==> src/rtl/route_playback.sv <==
// Replays a recorded route from the route RAM to the servo driver.
// Each RAM word {dir, count} holds dir on MoveDir for count ticks of TICK_DIV cycles.
module route_playback #(
  parameter int                   ADDR_WIDTH  = 10,
  parameter int                   COUNT_WIDTH = 14,
  parameter int                   DIR_WIDTH   = 3,
  parameter int                   TICK_DIV    = 500000,
  parameter logic [DIR_WIDTH-1:0] STOP_DIR    = '0
) (
  input  logic                             i_clk,
  input  logic                             i_reset,
  input  logic                             i_start,
  input  logic                             i_stop,
  input  logic                             i_pause,
  input  logic [ADDR_WIDTH-1:0]            i_last_address,
  output logic [ADDR_WIDTH-1:0]            o_mem_address,
  input  logic [DIR_WIDTH+COUNT_WIDTH-1:0] i_mem_read_data,
  output logic [DIR_WIDTH-1:0]             o_move_dir,
  output logic [COUNT_WIDTH-1:0]           o_remaining,
  output logic                             o_busy,
  output logic                             o_done,
  output logic [2:0]                       o_state
);

  localparam int PW = (TICK_DIV > 1) ? $clog2(TICK_DIV) : 1;
  localparam logic [PW-1:0] TICK_LAST = PW'(TICK_DIV - 1);

  typedef enum logic [2:0] {
    S_IDLE  = 3'd0,
    S_FETCH = 3'd1,
    S_LATCH = 3'd2,
    S_RUN   = 3'd3,
    S_DONE  = 3'd4
  } state_t;

  state_t                 r_state;
  logic [ADDR_WIDTH-1:0]  r_addr;
  logic [DIR_WIDTH-1:0]   r_dir;
  logic [COUNT_WIDTH-1:0] r_remaining;
  logic [PW-1:0]          r_presc;

  state_t                 w_state_next;
  logic [ADDR_WIDTH-1:0]  w_addr_next;
  logic [DIR_WIDTH-1:0]   w_dir_next;
  logic [COUNT_WIDTH-1:0] w_rem_next;
  logic [PW-1:0]          w_presc_next;

  logic [COUNT_WIDTH-1:0] w_count;
  logic [DIR_WIDTH-1:0]   w_dir;
  logic                   w_tick;

  assign w_count = i_mem_read_data[COUNT_WIDTH-1:0];
  assign w_dir   = i_mem_read_data[DIR_WIDTH+COUNT_WIDTH-1:COUNT_WIDTH];
  assign w_tick  = (r_presc == TICK_LAST);

  always_ff @(posedge i_clk) begin
    if (i_reset) begin
      r_state     <= S_IDLE;
      r_addr      <= '0;
      r_dir       <= STOP_DIR;
      r_remaining <= '0;
      r_presc     <= '0;
    end else begin
      r_state     <= w_state_next;
      r_addr      <= w_addr_next;
      r_dir       <= w_dir_next;
      r_remaining <= w_rem_next;
      r_presc     <= w_presc_next;
    end
  end

  // Priority: Stop > Pause > Start > normal progress. Pause only acts in FETCH/LATCH/RUN.
  always_comb begin
    w_state_next = r_state;
    w_addr_next  = r_addr;
    w_dir_next   = r_dir;
    w_rem_next   = r_remaining;
    w_presc_next = r_presc;
    if (i_stop) begin
      w_state_next = S_IDLE;
      w_addr_next  = '0;
      w_dir_next   = STOP_DIR;
      w_rem_next   = '0;
      w_presc_next = '0;
    end else begin
      case (r_state)
        S_IDLE, S_DONE: begin
          if (i_start) begin
            w_state_next = S_FETCH;
            w_addr_next  = '0;
            w_dir_next   = STOP_DIR;
            w_presc_next = '0;
          end
        end
        S_FETCH: begin
          if (!i_pause) w_state_next = S_LATCH;
        end
        S_LATCH: begin
          if (!i_pause) begin
            if (w_count == '0) begin
              w_state_next = S_DONE;
              w_dir_next   = STOP_DIR;
            end else begin
              w_state_next = S_RUN;
              w_dir_next   = w_dir;
              w_rem_next   = w_count;
              w_presc_next = '0;
            end
          end
        end
        S_RUN: begin
          if (!i_pause) begin
            if (w_tick) begin
              w_presc_next = '0;
              w_rem_next   = r_remaining - COUNT_WIDTH'(1);
              // The last tick of an entry either ends the route or fetches the next word.
              if (r_remaining == COUNT_WIDTH'(1)) begin
                if (r_addr == i_last_address) begin
                  w_state_next = S_DONE;
                  w_dir_next   = STOP_DIR;
                end else begin
                  w_state_next = S_FETCH;
                  w_addr_next  = r_addr + ADDR_WIDTH'(1);
                end
              end
            end else begin
              w_presc_next = r_presc + PW'(1);
            end
          end
        end
        default: begin
          w_state_next = S_IDLE;
          w_dir_next   = STOP_DIR;
        end
      endcase
    end
  end

  // r_dir carries the previous entry's dir through FETCH/LATCH and is STOP_DIR in IDLE/DONE.
  assign o_move_dir    = (r_state == S_RUN && i_pause) ? STOP_DIR : r_dir;
  assign o_mem_address = r_addr;
  assign o_remaining   = r_remaining;
  assign o_busy        = (r_state == S_FETCH) || (r_state == S_LATCH) || (r_state == S_RUN);
  assign o_done        = (r_state == S_DONE);
  assign o_state       = r_state;

endmodule

==> config.mk <==
export PLATFORM = sky130hd
export DESIGN_NAME = route_playback
export DESIGN_NICKNAME = d
export VERILOG_FILES = /design/src/rtl/route_playback.sv
export SDC_FILE = /design/constraint.sdc
export NUM_CORES = 1
export LEC_CHECK = 0
export BUFFER_PORTS_ARGS = -buffer_cell sky130_fd_sc_hd__buf_4
export CAP_MARGIN = 5
export CELL_PAD_IN_SITES_DETAIL_PLACEMENT = 1
export CELL_PAD_IN_SITES_GLOBAL_PLACEMENT = 1
export CORE_ASPECT_RATIO = 1.4
export CORE_MARGIN = 4
export CORE_UTILIZATION = 44
export CTS_CLUSTER_SIZE = 40
export DETAILED_ROUTE_END_ITERATION = 8
export PLACE_DENSITY = 0.95
export SLEW_MARGIN = 25
export SYNTH_ARGS = -nofsm -noshare
export SYNTH_HDL_FRONTEND = slang
export SYNTH_SLANG_ARGS = --single-unit
==> constraint.sdc <==
create_clock -name i_clk -period 2.97 [get_ports i_clk]
set_input_delay 0.297 -clock i_clk [delete_from_list [all_inputs] [get_ports i_clk]]
set_output_delay 0.297 -clock i_clk [all_outputs]
set_load 0.05 [all_outputs]
After elaboration in Yosys (flattened, before gate mapping)
Index checks and enable logic that the tools add are counted.

cells by class
  $add $sub $neg = 3
  multipliers = 0
  divide/modulo/power cells = 0
  magnitude comparators = 0
  equal/unequal tests = 16
  shifts and indexed selects = 0
  multiplexer cells = 35
  bitwise gates (word level) = 1
  reduce and logical (&&, ||, !) cells = 15

operators by type and width
  kind                                                  count
  2-to-1 mux 19 bit                                     5
  case mux 19 bit (3 select lines)                      1
  2-to-1 mux 14 bit                                     4
  2-to-1 mux 10 bit                                     5
  2-to-1 mux 3 bit                                      16
  case mux 14 bit (2 select lines)                      1
  case mux 3 bit (4 select lines)                       2
  case mux 10 bit (2 select lines)                      1
  adder 19 x 1 -> 19 bit, second input constant         1
  equality test 19 bit, second input constant           1
  inequality test 2 bit, second input constant          9
  equality test 14 x 1 -> 1 bit, second input constant  1
  zero test 14 bit                                      1
  subtractor 14 x 1 -> 14 bit, second input constant    1
  AND reduction 6 bit                                   2
  adder 10 x 1 -> 10 bit, second input constant         1
  equality test 10 bit                                  1
  AND reduction 5 bit                                   2
  AND reduction 7 bit                                   1
  equality test 3 x 2 -> 1 bit, second input constant   2
  nonzero test 2 bit                                    2
  OR reduction 2 bit                                    2
  equality test 3 x 1 -> 1 bit, second input constant   1
  equality test 3 bit, second input constant            1
  5 further kinds                                       6

storage, ports and cells
  register bits = 49
  bits in latches = 0
  RAM bits = 0
  ROM bits = 0
  input port bits = 32
  output and inout bits = 32
  memories = 0

Longest topological paths before layout
Gate-level depths: netlist (run 1).

  word-level depth = 6
  mapped depth = 8
  depth with buffers taken out = 7

Worst setup path before layout (run 1)
Ideal clock, no wire load.

  kind = register to output
  start point = register r_state[2], in the netlist o_state[2]
  end point = output port o_move_dir[0]
  arrival time = 2400 ps
  setup slack = 273 ps
  cell stages (with the launch flop) = 5
  cell sequence = dfxtp_1 and3b_1 clkbuf_1 clkbuf_1 a21boi_0

on the way
  word-level cells in the longest chain between the ends = 3

ends and longest elaborated chain
  what                          RTL line  source
  start: declaration            36        state_t r_state;
  start signal: assignment      64        r_state <= w_state_next;
  equality test 3 x 2 -> 1 bit  140       assign o_move_dir = (r_state == S_RUN && i_pause) ? STOP_DIR : r_dir;
  logical AND 1 bit             140
  2-to-1 mux 3 bit              140
  end: declaration              18        output logic [DIR_WIDTH-1:0] o_move_dir,

No other way between the ends.

Worst setup path after layout (run 1)
  start point = register r_presc[0]
  end point = register r_presc[5]

on the way
  word-level cells in the longest chain between the ends = 4

ends and longest elaborated chain
  what                                                            RTL line  source
  start: declaration                                              40        logic [PW-1:0] r_presc;
  start signal: assignment                                        68        r_presc <= w_presc_next;
  adder 19 x 1 -> 19 bit or equality test 19 bit (tied branches)  127, 54
  2-to-1 mux 19 bit (*)                                           113       if (w_tick) begin
  2-to-1 mux 19 bit (*)                                           112       if (!i_pause) begin
  case mux 19 bit (3 select lines) (*)                            86        case (r_state)

Mark *: on every way between the ends. The rest lies on a longest branch, timed or not. The select of a mux whose other input is x is not followed.
A chain may end at the register's enable or synchronous reset.

==> results of run 1 <==
==> power by group through the flow <==
stage | combinational (mW) | sequential, mW | clock, mW
after detailed placement | 0.213 | 0.687 | 0
after global routing | 0.232 | 0.673 | 0.448
final | 0.217 | 0.672 | 0.420
after global placement | 0.205 | 0.686 | 0
after CTS | 0.215 | 0.671 | 0.427
after floorplan | 0.118 | 0.692 | 0
==> stage by stage <==
stage / utilization (%) / hold WS, ns / cells
finish: 54.29 / 0.2584 / 576
floorplan: - / 0.4309 / 422
CTS: 54.29 / 0.2572 / 576
detailed placement: 53.12 / 0.4632 / 569
global placement: 53.07 / 0.4420 / 569
global route: 54.29 / 0.2731 / 576
==> path summary, 6_finish.rpt <==
kind                       start  slack [ns]         end  cells past startpoint
min reg2reg             r_dir[1]        0.47    r_dir[1]                      2
max                   r_presc[0]        0.39  r_presc[5]                      7
min          i_mem_read_data[15]        0.26    r_dir[1]                      3
max reg2reg           r_presc[0]        0.39  r_presc[5]                      7
==> final cells by class <==
type	count	area (sq um)	share of cell area (%)
multi-input combinational	340	2218	55.51
sequential	49	980.9	24.55
timing repair buffer	74	555.5	13.90
tap	97	121.4	3.037
clock buffer	7	86.33	2.160
inverter	9	33.78	0.8453
==> per-layer routing <==
layer | wire [um] | global-route usage (%) | vias up
li1 | - | - | 1730
met1 | 4607 | 30.64 | 1845
met2 | 6055 | 45.43 | 131
met3 | 671 | 4.146 | 29
met4 | 311 | 10.82 | 0
met5 | 0 | 0 | -
==> cells in the final DEF, fill, tap and decap left out, types with 5 or more instances in the layout <==
cell type   n
o31ai_1    16
o2111ai_1   5
or4_1      10
a21oi_1    24
a31oi_1     6
dfxtp_1    49
inv_1       9
nand2_1    40
and2_1      5
nand4_1     9
nor2_1     26
xor2_1     18
nand3_1    32
o211ai_1    6
nor4_1     10
or3_1       5
mux2i_1     9
nor3_1     15
o21ai_0    18
and4_1      6
buf_4      74
clkbuf_8    6
==> logic make-up (layout without fill, tap and decap cells) <==
kind of cell / count (synthesis) / after routing / synth area share (%)
XOR/XNOR: 19 / 19 / 5.000
AND/OR/NAND/NOR: 192 / 192 / 33.38
AO/OA/AOI/OAI: 116 / 116 / 23.95
adder cells (fa/ha/maj): 4 / 4 / 1.504
buffers and inverters: 33 / 90 / 3.985
flip-flops: 49 / 49 / 29.47
multiplexers: 9 / 9 / 2.707
==> critical path, cell delays in order (launching register included) <==
cell	delay [ns]
dfxtp_1	0.40
ha_1	0.22
and4_1	0.31
and4_1	0.35
a21oi_1	0.11
buf_4	0.17
o21ai_1	0.75
nor2_1	0.12
==> flip-flops by register name, indices dropped and copies added (netlist names) <==
signal,flops
o_state,3
o_remaining,14
o_mem_address,10
r_presc,19
r_dir,3
==> cells in the mapped netlist (7+ instances only) <==
cell,n
inv_1,9
mux2i_1,9
nand3_1,32
dfxtp_1,49
nand4_1,9
or4_1,10
nor4_1,10
o31ai_1,16
clkbuf_1,17
nand2_1,40
nor2_1,26
nor3_1,15
xor2_1,18
a21oi_1,25
o21ai_0,18
buf_2,7
==> results.py, run 1 <==
metrics = {
    "run_status": {
        "status": "finished clean",
    },
    "synth": {
        "syn-mean-instance-area_sq_um": 7.887,
        "yosys.area.top_type": "dfxtp_1",
        "syn-num-nets": 458,
        "synth-seq-cells": 49,
        "synth_area_leaders": "dfxtp_1 29%, nand3_1 4.8%, xor2_1 4.7%",
        "syn_inst": 422,
        "synth_area_sq_um": 3328,
        "yosys_warnings": 0,
        "synth_enable_flop_cells": 0,
        "ys.flop_type": "dfxtp_1",
        "yosysTopAreaCellShare_pct": 29.47,
        "ys_seq_area_share_pct": 29.47,
        "synth_cell_types": 63,
        "async_flop_share_pct": 0,
    },
    "sta": {
        "worst_pin_slew_ns": 0.9690,
        "setup_tns_ns": 0,
        "min_period_ns": 2.580,
        "hold_viol": 0,
        "grt_setup_unrepaired": "false",
        "finalSetupViolCount": 0,
        "slew_headroom_pct": 34.97,
        "min_period_over_period_pct": 86.87,
        "timing.final.ws_setup_ns": 0.3900,
        "clock.fmax_mhz": 387.6,
        "fin_worst_skew_ns": 0.01013,
        "final_max_slew_viol_count": 0,
    },
    "layout": {
        "drive_above_1_share_pct": 20.25,
        "areaGrowthSynthToFinish_pct": 20.08,
        "finish.net_count": 515,
        "fillers": 920,
        "final_area_sq_um": 3996,
        "diodes": 0,
    },
    "pwr": {
        "p_seq_share_pct": 51.4,
        "clockPowerShare_pct": 32.1,
        "combPwrFrac_pct": 16.6,
        "ir_drop_v": 0.0001488,
        "power_density_nw_per_um2": 327.5,
        "power_switching_mw": 0.3815,
        "p_leak_nw": 1.470,
        "switching_share_pct": 29.16,
        "total_power_mw": 1.309,
        "p_int_mw": 0.9271,
    },
    "routing": {
        "viasPerCell": 6.484,
        "drc_errors": 0,
        "routedWlPerCell_um": 20.22,
        "vias": 3735,
        "drt_iter0_markers": 260,
        "drt-total-wl_um": 11650,
        "drt_pass1_iterations": 5,
        "ant_nets": 0,
    },
    "cts": {
        "cts_setup_buffers": 0,
        "clock_latency_ns": 0.32,
        "cts_hold_buf": 0,
        "htreeDepth": 2,
        "clkTransAtPathRegs_ns": 0.09,
        "cts.sinks": 49,
        "cts_tree": "done",
        "cts-root-buf": "clkbuf_8",
        "cts_buffers": 5,
        "cts_buffer_depth": 2,
        "cts.repair.resized": 0,
    },
    "floorplanning": {
        "ioPinCount": 64,
        "start_util_pct": 45.22,
        "fp.dieW_um": 81.51,
        "die_y_um": 110.9,
        "rows": 37,
        "die-area_sq_um": 9039,
        "core-area_sq_um": 7361,
    },
    "placement": {
        "dpl_worst_slack_ns": 0.4432,
        "placed_area_sq_um": 3910,
        "gp_congestion": 0.8620,
        "hpwl_um": 8684,
        "portBuffers": 63,
    },
    "job": {
        "maxCapViolCount": 0,
    },
    "grt": {
        "grt_pass1_vias": 3818,
        "grt_max_degree": 28,
        "grtUsageTotal_pct": 26.07,
        "antenna_found_initial": 0,
        "grt_pass1_wl_um": 18740,
        "grt-ovfl-total": 0,
    },
    "worst_setup_path": {
        "cp_max_fo": 13,
        "cp-start-kind": "flop",
        "worstSetupPathType": "flop to flop",
        "endpoint_kind": "flop",
        "cp.required_ns": 3.13,
        "cp.arrival_ns": 2.74,
    },
    "worst_hold_path": {
        "hold_path.class": "primary input to flop",
    },
}
Power figures use the tool's default switching activity.
==> inputs of run 2 (changes only) <==
--- a/config.mk
+++ b/config.mk
@@ -15,6 +15,7 @@
 export CTS_CLUSTER_SIZE = 40
 export DETAILED_ROUTE_END_ITERATION = 8
 export PLACE_DENSITY = 0.95
+export SETUP_SLACK_MARGIN = 0.5
 export SLEW_MARGIN = 25
 export SYNTH_ARGS = -nofsm -noshare
 export SYNTH_HDL_FRONTEND = slang
==> results.py, run 2 (synthesis results as in run 1) <==
metrics = {
    "worst_hold_path": {
        "hold_path.class": "primary input to flop",
    },
    "layout": {
        "fillers": 921,
        "multi_input_area_sq_um": 2230,
        "finish.net_count": 515,
        "mostFrequentLayoutCell": "buf_4",
        "diodes": 0,
        "drive_above_1_share_pct": 21.09,
        "largest_reg_flops": 19,
        "final_cell_mix": "74 x buf_4, 48 x dfxtp_1, 40 x nand2_1",
        "areaGrowthSynthToFinish_pct": 20.45,
        "final-seq-area_sq_um": 982.2,
        "final_area_sq_um": 4009,
        "regMostFlops": "r_presc",
    },
    "run_status": {
        "status": "finished clean",
    },
    "worst_setup_path": {
        "cp_max_fo": 5,
        "cp.required_ns": 3.21,
        "cp-start-kind": "flop",
        "slowest_delay_ns": 0.45,
        "cpMostUsedCell": "and4_1",
        "path_cells": "ha_1 > and4_1 > and4_1 > nand4_1 > nor4_1 > mux2i_1",
        "critPathSlowestCell": "nor4_1",
        "endpoint_kind": "flop",
        "cp.arrival_ns": 2.58,
        "worstSetupPathType": "flop to flop",
    },
    "sta": {
        "setup_tns_ns": 0,
        "clock.fmax_mhz": 427.7,
        "grt_setup_unrepaired": "false",
        "slew_headroom_pct": 46.15,
        "min_period_over_period_pct": 78.73,
        "fin_worst_skew_ns": 0.008947,
        "worst_pin_slew_ns": 0.8004,
        "hold_viol": 0,
        "final_max_slew_viol_count": 0,
        "finalSetupViolCount": 0,
        "hold_ws_ns": 0.2578,
        "min_period_ns": 2.338,
    },
    "routing": {
        "drc_errors": 0,
        "vias": 3753,
        "viasPerCell": 6.516,
        "ant_nets": 0,
        "drt_iter0_markers": 243,
        "drt_pass1_iterations": 4,
        "routedWlPerCell_um": 20.20,
        "drt-total-wl_um": 11640,
    },
    "placement": {
        "hpwl_um": 8684,
        "placed_area_sq_um": 3910,
        "portBuffers": 63,
        "gp_congestion": 0.8620,
    },
    "pwr": {
        "power_switching_mw": 0.3804,
        "total_power_mw": 1.309,
        "p_int_mw": 0.9290,
        "combPwrFrac_pct": 16.7,
        "clockPowerShare_pct": 31.9,
        "p_seq_share_pct": 51.3,
        "p_leak_nw": 1.475,
        "ir_drop_v": 0.0001461,
        "switching_share_pct": 29.05,
        "power_density_nw_per_um2": 326.6,
    },
    "floorplanning": {
        "start_util_pct": 45.22,
        "die_y_um": 110.9,
        "core-area_sq_um": 7361,
        "fp.dieW_um": 81.51,
        "rows": 37,
        "ioPinCount": 64,
        "die-area_sq_um": 9039,
    },
    "cts": {
        "clock_latency_ns": 0.32,
        "cts.repair.resized": 1,
        "htreeDepth": 2,
        "clkTransAtPathRegs_ns": 0.09,
        "cts.sinks": 49,
        "cts-root-buf": "clkbuf_8",
        "cts_buffer_depth": 2,
        "cts_tree": "done",
        "cts_hold_buf": 0,
        "cts_buffers": 5,
        "cts_setup_buffers": 0,
    },
    "job": {
        "maxCapViolCount": 0,
    },
    "grt": {
        "grt_max_degree": 28,
        "grtUsageTotal_pct": 26.07,
        "grt-ovfl-total": 0,
        "grt_pass1_wl_um": 18740,
        "grt_pass1_vias": 3818,
        "antenna_found_initial": 0,
    },
}
run 2: stage by stage:
| step | utilization, % | worst slack, ns | instances |
|---|---|---|---|
| 2_1_floorplan | - | 0.2731 | 422 |
| 3_3_place_gp | 53.07 | 0.4971 | 569 |
| 3_5_place_dp | 53.12 | 0.4432 | 569 |
| 4_1_cts | 54.34 | 0.6128 | 576 |
| 5_1_grt | 54.46 | 0.5041 | 576 |
| 6_report | 54.46 | 0.6317 | 576 |
run 2: layout make-up:
class / instances / area share (%)
clock buffers: 7 / 2.154
repair buffers: 74 / 13.86
flip-flops and latches: 49 / 24.50
well taps: 97 / 3.027
inverters: 9 / 0.8427
multi-input cells: 340 / 55.62
run 2: metal layers:
metal | share of wire (%) | GRT usage (%)
met2 | 52 | 45.43
met1 | 41 | 30.64
met4 | 2.2 | 10.82
met3 | 5.0 | 4.146
met5 | 0 | 0
run 2: worst paths after layout:
| path | start | endpoint | slack (ns) | cells past startpoint |
|---|---|---|---|---|
| worst max-delay path | r_presc[0] | o_mem_address[5] | 0.63 | 6 |
| worst min-delay path | i_mem_read_data[16] | r_dir[2] | 0.26 | 3 |
| worst max register to register | r_presc[0] | o_mem_address[5] | 0.63 | 6 |
| worst min register to register | r_dir[1] | r_dir[1] | 0.47 | 2 |
run 2: critical path: cells and delay by family (launching register included):
family | cells | cell delay [ns]
adder cells (fa/ha/maj) | 1 | 0.22
flip-flops | 1 | 0.40
multiplexers | 1 | 0.24
AND/OR/NAND/NOR | 4 | 1.39
run 2: power by group through the flow:
| stage | registers (mW) | clock network, mW | logic, mW |
|---|---|---|---|
| CTS | 0.671 | 0.427 | 0.215 |
| global placement | 0.686 | 0 | 0.205 |
| global route | 0.674 | 0.448 | 0.235 |
| finish | 0.672 | 0.418 | 0.219 |
| detailed placement | 0.687 | 0 | 0.213 |
| floorplan | 0.692 | 0 | 0.118 |
